--- src/rtl/jtframe_rstseq_pkg.sv ---
// Shared types and constants for the PLL-lock reset sequencer.
package jtframe_rstseq_pkg;

  typedef enum logic [2:0] {
    StWaitLock = 3'd0,
    StFilter   = 3'd1,
    StSdram    = 3'd2,
    StVideo    = 3'd3,
    StRun      = 3'd4
  } seq_st_e;

  // Length of the PLL reset pulse raised by the watchdog
  localparam int unsigned AREST_LEN = 8;

  // Width of the shared sequencer counter: enough for the largest terminal value
  function automatic int unsigned cnt_width(input int unsigned a, input int unsigned b,
                                            input int unsigned c, input int unsigned d);
    int unsigned m;
    int unsigned w;
    m = a;
    if (b > m) m = b;
    if (c > m) m = c;
    if (d > m) m = d;
    w = $clog2(m);
    return (w < 1) ? 1 : w;
  endfunction

endpackage

--- src/rtl/jtframe_rstseq_sync.sv ---
// N-stage single-bit synchronizer with synchronous reset to 0.
module jtframe_rstseq_sync #(
  parameter int unsigned STAGES = 2
) (
  input  logic clk,
  input  logic rst,
  input  logic din,
  output logic dout
);

  logic [STAGES-1:0] ff;

  // Shift the asynchronous input through the flop chain
  always_ff @(posedge clk) begin
    if (rst) ff <= '0;
    else     ff <= {ff[STAGES-2:0], din};
  end

  assign dout = ff[STAGES-1];

endmodule

--- src/rtl/jtframe_rstseq.sv ---
// PLL-lock-driven reset sequencer: filters lock, then releases SDRAM, video
// and game resets in a staggered order; restarts whenever lock is lost.
// Optional PLL watchdog enabled by defining JTFRAME_PLL_WDOG_EN.
module jtframe_rstseq
  import jtframe_rstseq_pkg::*;
#(
  parameter int unsigned SYNC_STAGES = 2,
  parameter int unsigned LOCK_FILT   = 16,
  parameter int unsigned SDRAM_DLY   = 1024,
  parameter int unsigned GAME_DLY    = 256,
  parameter int unsigned WDOG_CYC    = 65536
) (
  input  logic       clk,
  input  logic       rst,
  input  logic       pll_locked,
  input  logic       soft_rst,
  output logic       rst_sdram,
  output logic       rst_video,
  output logic       rst_game,
  output logic       pll_areset,
  output logic [2:0] seq_st,
  output logic [7:0] loss_cnt
);

  localparam int unsigned CW = cnt_width(LOCK_FILT, SDRAM_DLY, GAME_DLY, WDOG_CYC);
  localparam logic [CW-1:0] FILT_END  = CW'(LOCK_FILT - 1);
  localparam logic [CW-1:0] SDRAM_END = CW'(SDRAM_DLY - 1);
  localparam logic [CW-1:0] GAME_END  = CW'(GAME_DLY - 1);

  logic          lock_s;
  seq_st_e       st;
  logic [CW-1:0] cnt;

  jtframe_rstseq_sync #(
    .STAGES (SYNC_STAGES)
  ) u_sync (
    .clk  (clk),
    .rst  (rst),
    .din  (pll_locked),
    .dout (lock_s)
  );

  assign seq_st = st;

  // Sequencer FSM; reset outputs are decoded from the state held before this edge
  always_ff @(posedge clk) begin
    if (rst) begin
      st        <= StWaitLock;
      cnt       <= '0;
      rst_sdram <= 1'b1;
      rst_video <= 1'b1;
      rst_game  <= 1'b1;
      loss_cnt  <= 8'd0;
    end else begin
      rst_sdram <= !(st == StSdram || st == StVideo || st == StRun);
      rst_video <= !(st == StVideo || st == StRun);
      rst_game  <= !(st == StRun);
      case (st)
        StWaitLock: begin
          if (lock_s) begin
            st  <= StFilter;
            cnt <= '0;
          end
        end
        StFilter: begin
          // A glitch while filtering is not counted as a lock loss
          if (!lock_s) begin
            st  <= StWaitLock;
            cnt <= '0;
          end else if (cnt == FILT_END) begin
            st  <= StSdram;
            cnt <= '0;
          end else begin
            cnt <= cnt + CW'(1);
          end
        end
        StSdram: begin
          if (!lock_s) begin
            st  <= StWaitLock;
            cnt <= '0;
            if (loss_cnt != 8'hFF) loss_cnt <= loss_cnt + 8'd1;
          end else if (cnt == SDRAM_END) begin
            st  <= StVideo;
            cnt <= '0;
          end else begin
            cnt <= cnt + CW'(1);
          end
        end
        StVideo: begin
          if (!lock_s) begin
            st  <= StWaitLock;
            cnt <= '0;
            if (loss_cnt != 8'hFF) loss_cnt <= loss_cnt + 8'd1;
          end else if (soft_rst) begin
            cnt <= '0;  // game delay restarts after soft reset falls
          end else if (cnt == GAME_END) begin
            st  <= StRun;
            cnt <= '0;
          end else begin
            cnt <= cnt + CW'(1);
          end
        end
        StRun: begin
          if (!lock_s) begin
            st  <= StWaitLock;
            cnt <= '0;
            if (loss_cnt != 8'hFF) loss_cnt <= loss_cnt + 8'd1;
          end else if (soft_rst) begin
            st  <= StVideo;
            cnt <= '0;
          end
        end
        default: begin
          st  <= StWaitLock;
          cnt <= '0;
        end
      endcase
    end
  end

`ifdef JTFRAME_PLL_WDOG_EN
  localparam logic [CW-1:0] WDOG_END = CW'(WDOG_CYC - 1);
  localparam int unsigned   AW       = $clog2(AREST_LEN);

  logic [CW-1:0] wdog;
  logic [AW-1:0] arest_cnt;
  logic          wdog_run;
  logic          wdog_fire;

  always_comb begin
    wdog_run  = (st == StWaitLock) || (st == StFilter);
    wdog_fire = wdog_run && (wdog == WDOG_END);
  end

  // Watchdog: while lock is not accepted, periodically request a PLL reset pulse
  always_ff @(posedge clk) begin
    if (rst) begin
      wdog       <= '0;
      arest_cnt  <= '0;
      pll_areset <= 1'b0;
    end else begin
      if (!wdog_run || wdog_fire) wdog <= '0;
      else                        wdog <= wdog + CW'(1);
      if (wdog_fire) begin
        pll_areset <= 1'b1;
        arest_cnt  <= AW'(AREST_LEN - 1);
      end else if (arest_cnt != '0) begin
        arest_cnt <= arest_cnt - AW'(1);
      end else begin
        pll_areset <= 1'b0;
      end
    end
  end
`else
  assign pll_areset = 1'b0;
`endif

endmodule

--- config.mk ---
export PLATFORM = sky130hd
export DESIGN_NAME = jtframe_rstseq
export DESIGN_NICKNAME = d
export VERILOG_FILES = /design/src/rtl/jtframe_rstseq_pkg.sv /design/src/rtl/jtframe_rstseq_sync.sv /design/src/rtl/jtframe_rstseq.sv
export SDC_FILE = /design/constraint.sdc
export NUM_CORES = 1
export LEC_CHECK = 0
export CAP_MARGIN = 10
export CORE_ASPECT_RATIO = 0.7
export CORE_UTILIZATION = 61
export CTS_BUF_LIST = sky130_fd_sc_hd__clkbuf_8
export CTS_CLUSTER_SIZE = 16
export DETAILED_ROUTE_END_ITERATION = 8
export GPL_TIMING_DRIVEN = 1
export PLACE_DENSITY_LB_ADDON = 0.2
export SLEW_MARGIN = 10
export SYNTH_ARGS = -nofsm -noshare
export SYNTH_HDL_FRONTEND = slang
export SYNTH_SLANG_ARGS = --single-unit
--- constraint.sdc ---
create_clock -name clk -period 3.7 [get_ports clk]
set_clock_uncertainty 0.1 [all_clocks]
set_input_delay 1.11 -clock clk [delete_from_list [all_inputs] [get_ports clk]]
set_output_delay 1.11 -clock clk [all_outputs]
set_load 0.03 [all_outputs]
==> results.py, run 1 <==
metrics = {
    "detailed_routing": {
        "vias": 1395,
        "drt_iter0_markers": 150,
        "dr.pass1.iters": 4,
        "wl_per_cell_um": 14.3,
        "drt-total-wl_mm": 3.41,
        "drc": 0,
        "viasPerCell": 5.86,
        "ant_nets": 0,
    },
    "synth": {
        "synth_area_leaders": "dfxtp_1 (40%), nor2_1 (6.2%), xnor2_1 (5.5%), xor2_1 (5.5%), nand2_1 (5.2%)",
        "synth.yosys.seq_area_share_pct": 40.4,
        "synth-compound-area-share_pct": 8.92,
        "async_reset_ff_share_pct": 0,
        "synth_mux_area_share_pct": 1.26,
        "syn_area_um2": 1590,
        "ys_ff_latch": 32,
        "synth_fa_ha_area_share_pct": 2.21,
        "synth_largest_area_cell": "dfxtp_1",
        "synth-edff-count": 0,
        "synth_top_family_by_area": "simple AND/OR/NAND/NOR gates",
        "syn_inst": 183,
        "netlist.area_leader.share_pct": 40.4,
        "synth_fp_nets": 189,
        "synth_simple_gate_area_share_pct": 31.6,
        "yosysWarnings": 0,
        "synthXorXnorAreaFrac_pct": 11.0,
        "syn_area_per_cell_um2": 8.66,
        "yosysUniqueCellTypes": 39,
        "synth_flop_cell": "dfxtp_1",
    },
    "setup_path": {
        "cp.depth": 1,
        "worstPathMaxFanout": 12,
        "startpoint": "seq_st[2]$_SDFFE_PP0P_",
        "crit_family": "buffers and inverters",
        "critical_path.endpoint": "seq_st[2]",
        "worstRegToRegCells": 6,
        "reg2reg_slack_ps": 1440,
        "crit_path_cell_trace": "clkdlybuf4s50_1",
        "critPathKind": "reg -> out",
        "crit_buf_inv": 1,
        "crit_required_ps": 2490,
        "startpoint_type": "flip-flop",
        "r2r_end": "cnt[2]$_SDFFE_PP0P_",
        "arrival_ps": 1580,
        "worstSetupEndpointType": "output port",
        "timing.rr.start": "cnt[0]$_SDFFE_PP0P_",
        "cp_slowest_cell": "clkdlybuf4s50_1",
        "slowest_delay_ps": 740,
    },
    "cts": {
        "clk_latency_ps": 290,
        "ctsResizeCount": 0,
        "cts_tree": "built",
        "cts.htree.levels": 2,
        "cts_buffer_depth": 2,
        "numCtsBuffers": 5,
        "cts_hold_buf": 0,
        "post_cts_buffers": 0,
        "clk_pin_slew_worst_paths_ps": 60,
        "clock_sinks": 32,
        "cts_root_buf": "clkbuf_8",
    },
    "grt": {
        "grt_start_max_net_pins": 16,
        "grt_pass1_vias": 1277,
        "overflow": 0,
        "grt_pass1_wl_mm": 5.90,
        "grt.total_usage_pct": 28.2,
        "grt_antenna_before_repair": 0,
    },
    "finish": {
        "fill_cells": 191,
        "syn_to_final_growth_pct": 16.5,
        "layout_common_cells": "dfxtp_1 (32), nor2_1 (26), nand2_1 (22), clkdlybuf4s50_1 (17)",
        "fin_nets": 209,
        "final_common_cell": "dfxtp_1",
        "layout-drive-gt1-share_pct": 6.86,
        "diodes": 0,
    },
    "sta": {
        "timing.hold.ws_ps": 350,
        "setup_ws_ps": 908,
        "drv_slew": 0,
        "post-route-period-util_pct": 75.4,
        "setup_viol": 0,
        "maxSlewHeadroom_pct": 63.3,
        "tns_ps": 0,
        "hold_violations": 0,
        "tightestPinTransition_ps": 547,
        "fmax_ghz": 0.358,
        "finalCriticalPeriod_ps": 2790,
        "rsz0062_at_grt": "false",
    },
    "power": {
        "sequentialPowerShare_pct": 53.6,
        "switching_share_pct": 22.7,
        "switchingPower_mw": 0.148,
        "vdd_drop_max_v": 0.000256,
        "power_density_nw_per_um2": 352,
        "power.internal_mw": 0.503,
        "pwr-share-clk_pct": 41.4,
        "power_mw": 0.651,
        "p_comb_share_pct": 5.0,
        "p_leak_nw": 0.643,
    },
    "run": {
        "drv_cap": 0,
    },
    "floorplan": {
        "initial_core_util_pct": 64.5,
        "die-area_um2": 2810,
        "die_y_um": 44.7,
        "die_x_um": 62.9,
        "core_um2": 2460,
        "num_rows": 15,
        "io_pins": 19,
    },
    "status": {
        "status": "finished clean",
    },
    "placement": {
        "dp_hpwl_mm": 2.41,
        "gp_congestion": 0.958,
        "dp_slack_ps": 672,
        "port_buffers": 17,
    },
    "worst_hold_path": {
        "min_path_type": "reg -> reg",
    },
}
[final cells by class]
| type | instances | area, um2 | share of cell area [%] |
|---|---|---|---|
| sequential | 32 | 641 | 34.7 |
| timing repair buffer | 19 | 185 | 10.0 |
| multi-input combinational | 142 | 877 | 47.5 |
| clock buffer | 6 | 82.6 | 4.47 |
| inverter | 3 | 11.3 | 0.610 |
| tap | 34 | 42.5 | 2.30 |
| clock inverter | 2 | 7.51 | 0.407 |
[flip-flops by register name (all words and copies together), names as in the netlist]
signal and cells:
seq_st 3, rst_video 1, cnt 16, rst_sdram 1, rst_game 1, u_sync.ff 2
loss_cnt 8
[power by group through the flow]
| stage | Clock [mW] | Sequential [mW] | Combinational, mW |
|---|---|---|---|
| finish | 0.270 | 0.349 | 0.0324 |
| CTS | 0.274 | 0.348 | 0.0323 |
| detailed placement | 0 | 0.356 | 0.0321 |
| global route | 0.287 | 0.349 | 0.0350 |
| floorplan | 0 | 0.356 | 0.0254 |
| global placement | 0 | 0.356 | 0.0307 |
[cell usage after synthesis, drive strengths merged (2+ instances only)]
master / instances
buf: 5
nor3: 7
nand2: 22
xor2: 10
and3: 4
ha: 2
xnor2: 10
dfxtp: 32
or3: 2
o21ai: 8
mux2i: 2
and4: 4
inv: 2
nor2b: 2
nand3: 7
o211ai: 2
nor4: 7
nand4: 10
a21oi: 5
nor2: 26
[worst min path at each step]
| stage | start | endpoint | slack, ps | cells past startpoint |
|---|---|---|---|---|
| 3_5_place_dp | u_sync.ff[0]$_SDFF_PP0_ | u_sync.ff[1]$_SDFF_PP0_ | 340 | 1 |
| 4_1_cts | u_sync.ff[0]$_SDFF_PP0_ | u_sync.ff[1]$_SDFF_PP0_ | 360 | 1 |
| 2_1_floorplan | u_sync.ff[0]$_SDFF_PP0_ | u_sync.ff[1]$_SDFF_PP0_ | 310 | 1 |
| 5_1_grt | u_sync.ff[0]$_SDFF_PP0_ | u_sync.ff[1]$_SDFF_PP0_ | 370 | 1 |
| 6_report | u_sync.ff[0]$_SDFF_PP0_ | u_sync.ff[1]$_SDFF_PP0_ | 350 | 1 |
| 3_3_place_gp | u_sync.ff[0]$_SDFF_PP0_ | u_sync.ff[1]$_SDFF_PP0_ | 320 | 1 |
[worst register-to-register path, stage by stage, from the launching register on]
cell     delay [ps]
dfxtp_1         400
ha_1            220
and3_1          250
nand2_1         130
o41ai_2         510
a31o_2          430
nor2_1          100
[per-stage QoR]
stage                     area (um2)  cells  util (%)
final                           1850    238      75.1
after global routing            1850    238      75.1
after CTS                       1850    238      75.1
after detailed placement        1760    230      71.5
after global placement          1760    230      71.5
after floorplan                 1590    183         -
[layer usage]
layer | routed length, um | share of wire [%] | track usage [%]
met1 | 1500 | 44 | 34.4
met2 | 1610 | 47 | 46.7
met3 | 235 | 6.9 | 8.25
met4 | 71 | 2.1 | 13.5
met5 | 0 | 0 | 0
[cells by family (layout without fill, tap and decap cells)]
family	Yosys count	count (layout)
muxes	2	2
buffers and inverters	9	30
adders and majority gates	3	3
and+or+nand+nor	96	96
other	1	1
xor gates and xnor gates	20	20
AOI/OAI and AO/OA	20	20
DFF	32	32
(Power assumes the default switching activity.)
==> inputs of run 2 (changes only) <==
- CORE_UTILIZATION: 61 -> 51
- clock period: 3.7 -> 2.4 ns (I/O delays scaled with it)
==> run 2 against run 1 <==
Effect of this change:
- core utilization fell by 9.0 points
- via count is 1.6% lower
- power increased by 68%
- sequential cell count unchanged
- clock power rose by 86%
- clock-buffer cell count down 1
- die area is 19% higher
- register-to-register slack worse by 1100 ps
- first-iteration DRC count rose by 11%
- worst hold slack got worse by 1.7 ps
- setup slack got worse by 830 ps
- highest routed layer unchanged
==> results.py, run 2 (synthesized netlist as in run 1, its figures left out) <==
metrics = {
    "power": {
        "vdd_drop_max_v": 0.000347,
        "switching_share_pct": 21.6,
        "power.internal_mw": 0.858,
        "pwr-share-clk_pct": 46.0,
        "p_leak_nw": 0.686,
        "switchingPower_mw": 0.236,
        "sequentialPowerShare_pct": 49.1,
        "p_comb_share_pct": 4.9,
        "power_density_nw_per_um2": 574,
    },
    "grt": {
        "grt_antenna_before_repair": 0,
        "grt_pass1_vias": 1248,
        "grt.total_usage_pct": 22.6,
        "overflow": 0,
        "grt_start_max_net_pins": 16,
        "grt_pass1_wl_mm": 5.54,
    },
    "setup_path": {
        "crit_family": "buffers and inverters",
        "startpoint_type": "flip-flop",
        "arrival_ps": 1510,
        "worstRegToRegCells": 6,
        "worstPathMaxFanout": 8,
        "worstSetupEndpointType": "output port",
        "crit_required_ps": 1580,
        "timing.rr.start": "cnt[0]$_SDFFE_PP0P_",
        "reg2reg_slack_ps": 330,
        "r2r_end": "cnt[8]$_SDFFE_PP0P_",
        "critPathKind": "reg -> out",
        "slowest_delay_ps": 730,
        "crit_path_cell_trace": "clkdlybuf4s50_1",
        "cp_slowest_cell": "clkdlybuf4s50_1",
        "crit_buf_inv": 1,
    },
    "detailed_routing": {
        "wl_per_cell_um": 13.2,
        "drt_iter0_markers": 166,
        "viasPerCell": 5.62,
        "ant_nets": 0,
        "vias": 1372,
        "dr.pass1.iters": 4,
        "drc": 0,
        "drt-total-wl_mm": 3.23,
    },
    "worst_hold_path": {
        "min_delay_path_depth": 1,
        "min_from": "u_sync.ff[0]$_SDFF_PP0_",
        "min_path_type": "reg -> reg",
        "hold_path_end": "u_sync.ff[1]$_SDFF_PP0_",
    },
    "sta": {
        "hold_violations": 0,
        "finalCriticalPeriod_ps": 2330,
        "rsz0062_at_grt": "false",
        "fmax_ghz": 0.430,
        "drv_slew": 0,
        "post-route-period-util_pct": 96.9,
        "setup_viol": 0,
        "timing.hold.ws_ps": 348,
    },
    "floorplan": {
        "die_x_um": 68.6,
        "initial_core_util_pct": 55.0,
        "io_pins": 19,
        "die_y_um": 48.6,
        "die-area_um2": 3340,
        "num_rows": 16,
        "core_um2": 2880,
    },
    "run": {
        "drv_cap": 0,
    },
    "finish": {
        "syn_to_final_growth_pct": 20.2,
        "layout-drive-gt1-share_pct": 9.62,
        "regArea_um2": 641,
        "largest_register_ffs": 16,
        "diodes": 0,
        "final_common_cell": "dfxtp_1",
        "layout_common_cells": "dfxtp_1 (32), nor2_1 (26), nand2_1 (22), clkdlybuf4s50_1 (16)",
        "regMostFlops": "cnt",
        "multi_input_area_um2": 883,
        "fill_cells": 248,
        "final_cells": 244,
        "fin_nets": 213,
    },
    "placement": {
        "gp_congestion": 0.887,
        "placed_cells": 236,
        "dp_hpwl_mm": 2.31,
        "port_buffers": 17,
    },
    "cts": {
        "cts.htree.levels": 2,
        "clock_sinks": 32,
        "clk_latency_ps": 290,
        "cts_hold_buf": 0,
        "clk_pin_slew_worst_paths_ps": 70,
        "numCtsBuffers": 5,
        "cts_tree": "built",
        "cts_root_buf": "clkbuf_8",
        "cts_buffer_depth": 2,
    },
    "status": {
        "status": "finished clean",
    },
}
[run 2: worst max-delay path by stage]
stage / startpoint / to / slack (ps) / cells after the start
6_report: seq_st[0]$_SDFFE_PP0P_ / seq_st[0] / 70 / 1
5_1_grt: soft_rst / cnt[9]$_SDFFE_PP0P_ / 3 / 6
4_1_cts: seq_st[2]$_SDFFE_PP0P_ / seq_st[2] / 20 / 1
3_5_place_dp: soft_rst / cnt[8]$_SDFFE_PP0P_ / -200 / 6
3_3_place_gp: soft_rst / cnt[15]$_SDFFE_PP0P_ / -160 / 6
2_1_floorplan: soft_rst / cnt[15]$_SDFFE_PP0P_ / 450 / 5
[run 2: through the flow]
step                TNS [ps]  power [mW]  area, um2  utilization [%]  setup WS, ps
floorplan                  0       0.588       1590                -           451
global route               0        1.13       1910             66.1          2.75
finish                     0        1.09       1910             66.1          74.4
CTS                        0        1.11       1900             65.8          17.6
global placement       -2240       0.602       1790             62.1          -163
detailed placement     -2750       0.603       1790             62.1          -196
[run 2: layout make-up]
| cell class | count | share of cell area [%] |
|---|---|---|
| Multi-Input combinational cell | 142 | 46.4 |
| Timing Repair Buffer | 23 | 11.4 |
| Tap cell | 36 | 2.36 |
| Sequential cell | 32 | 33.6 |
| Clock buffer | 5 | 3.61 |
| Inverter | 3 | 0.591 |
| Clock inverter | 3 | 2.04 |
[run 2: layer usage]
metal | GRT usage, % | up-vias | wire [um]
met3 | 6.37 | 6 | 153
met5 | 0 | - | 0
met1 | 31.1 | 631 | 1610
met4 | 10.4 | 0 | 58
li1 | - | 693 | -
met2 | 32.2 | 42 | 1400
[run 2: repair_timing]
| action | 4_1_cts | 5_1_grt |
|---|---|---|
| setup buffers | 0 | 0 |
| gates resized for setup | 0 | 2 |
| setup endpoints to repair | 0 | 2 |
[run 2: power groups by stage]
stage / sequential, mW / combinational [mW] / clock [mW]
6_report: 0.537 / 0.0538 / 0.503
5_1_grt: 0.537 / 0.0591 / 0.534
4_1_cts: 0.537 / 0.0534 / 0.519
3_5_place_dp: 0.549 / 0.0536 / 0
3_3_place_gp: 0.549 / 0.0531 / 0
2_1_floorplan: 0.549 / 0.0391 / 0
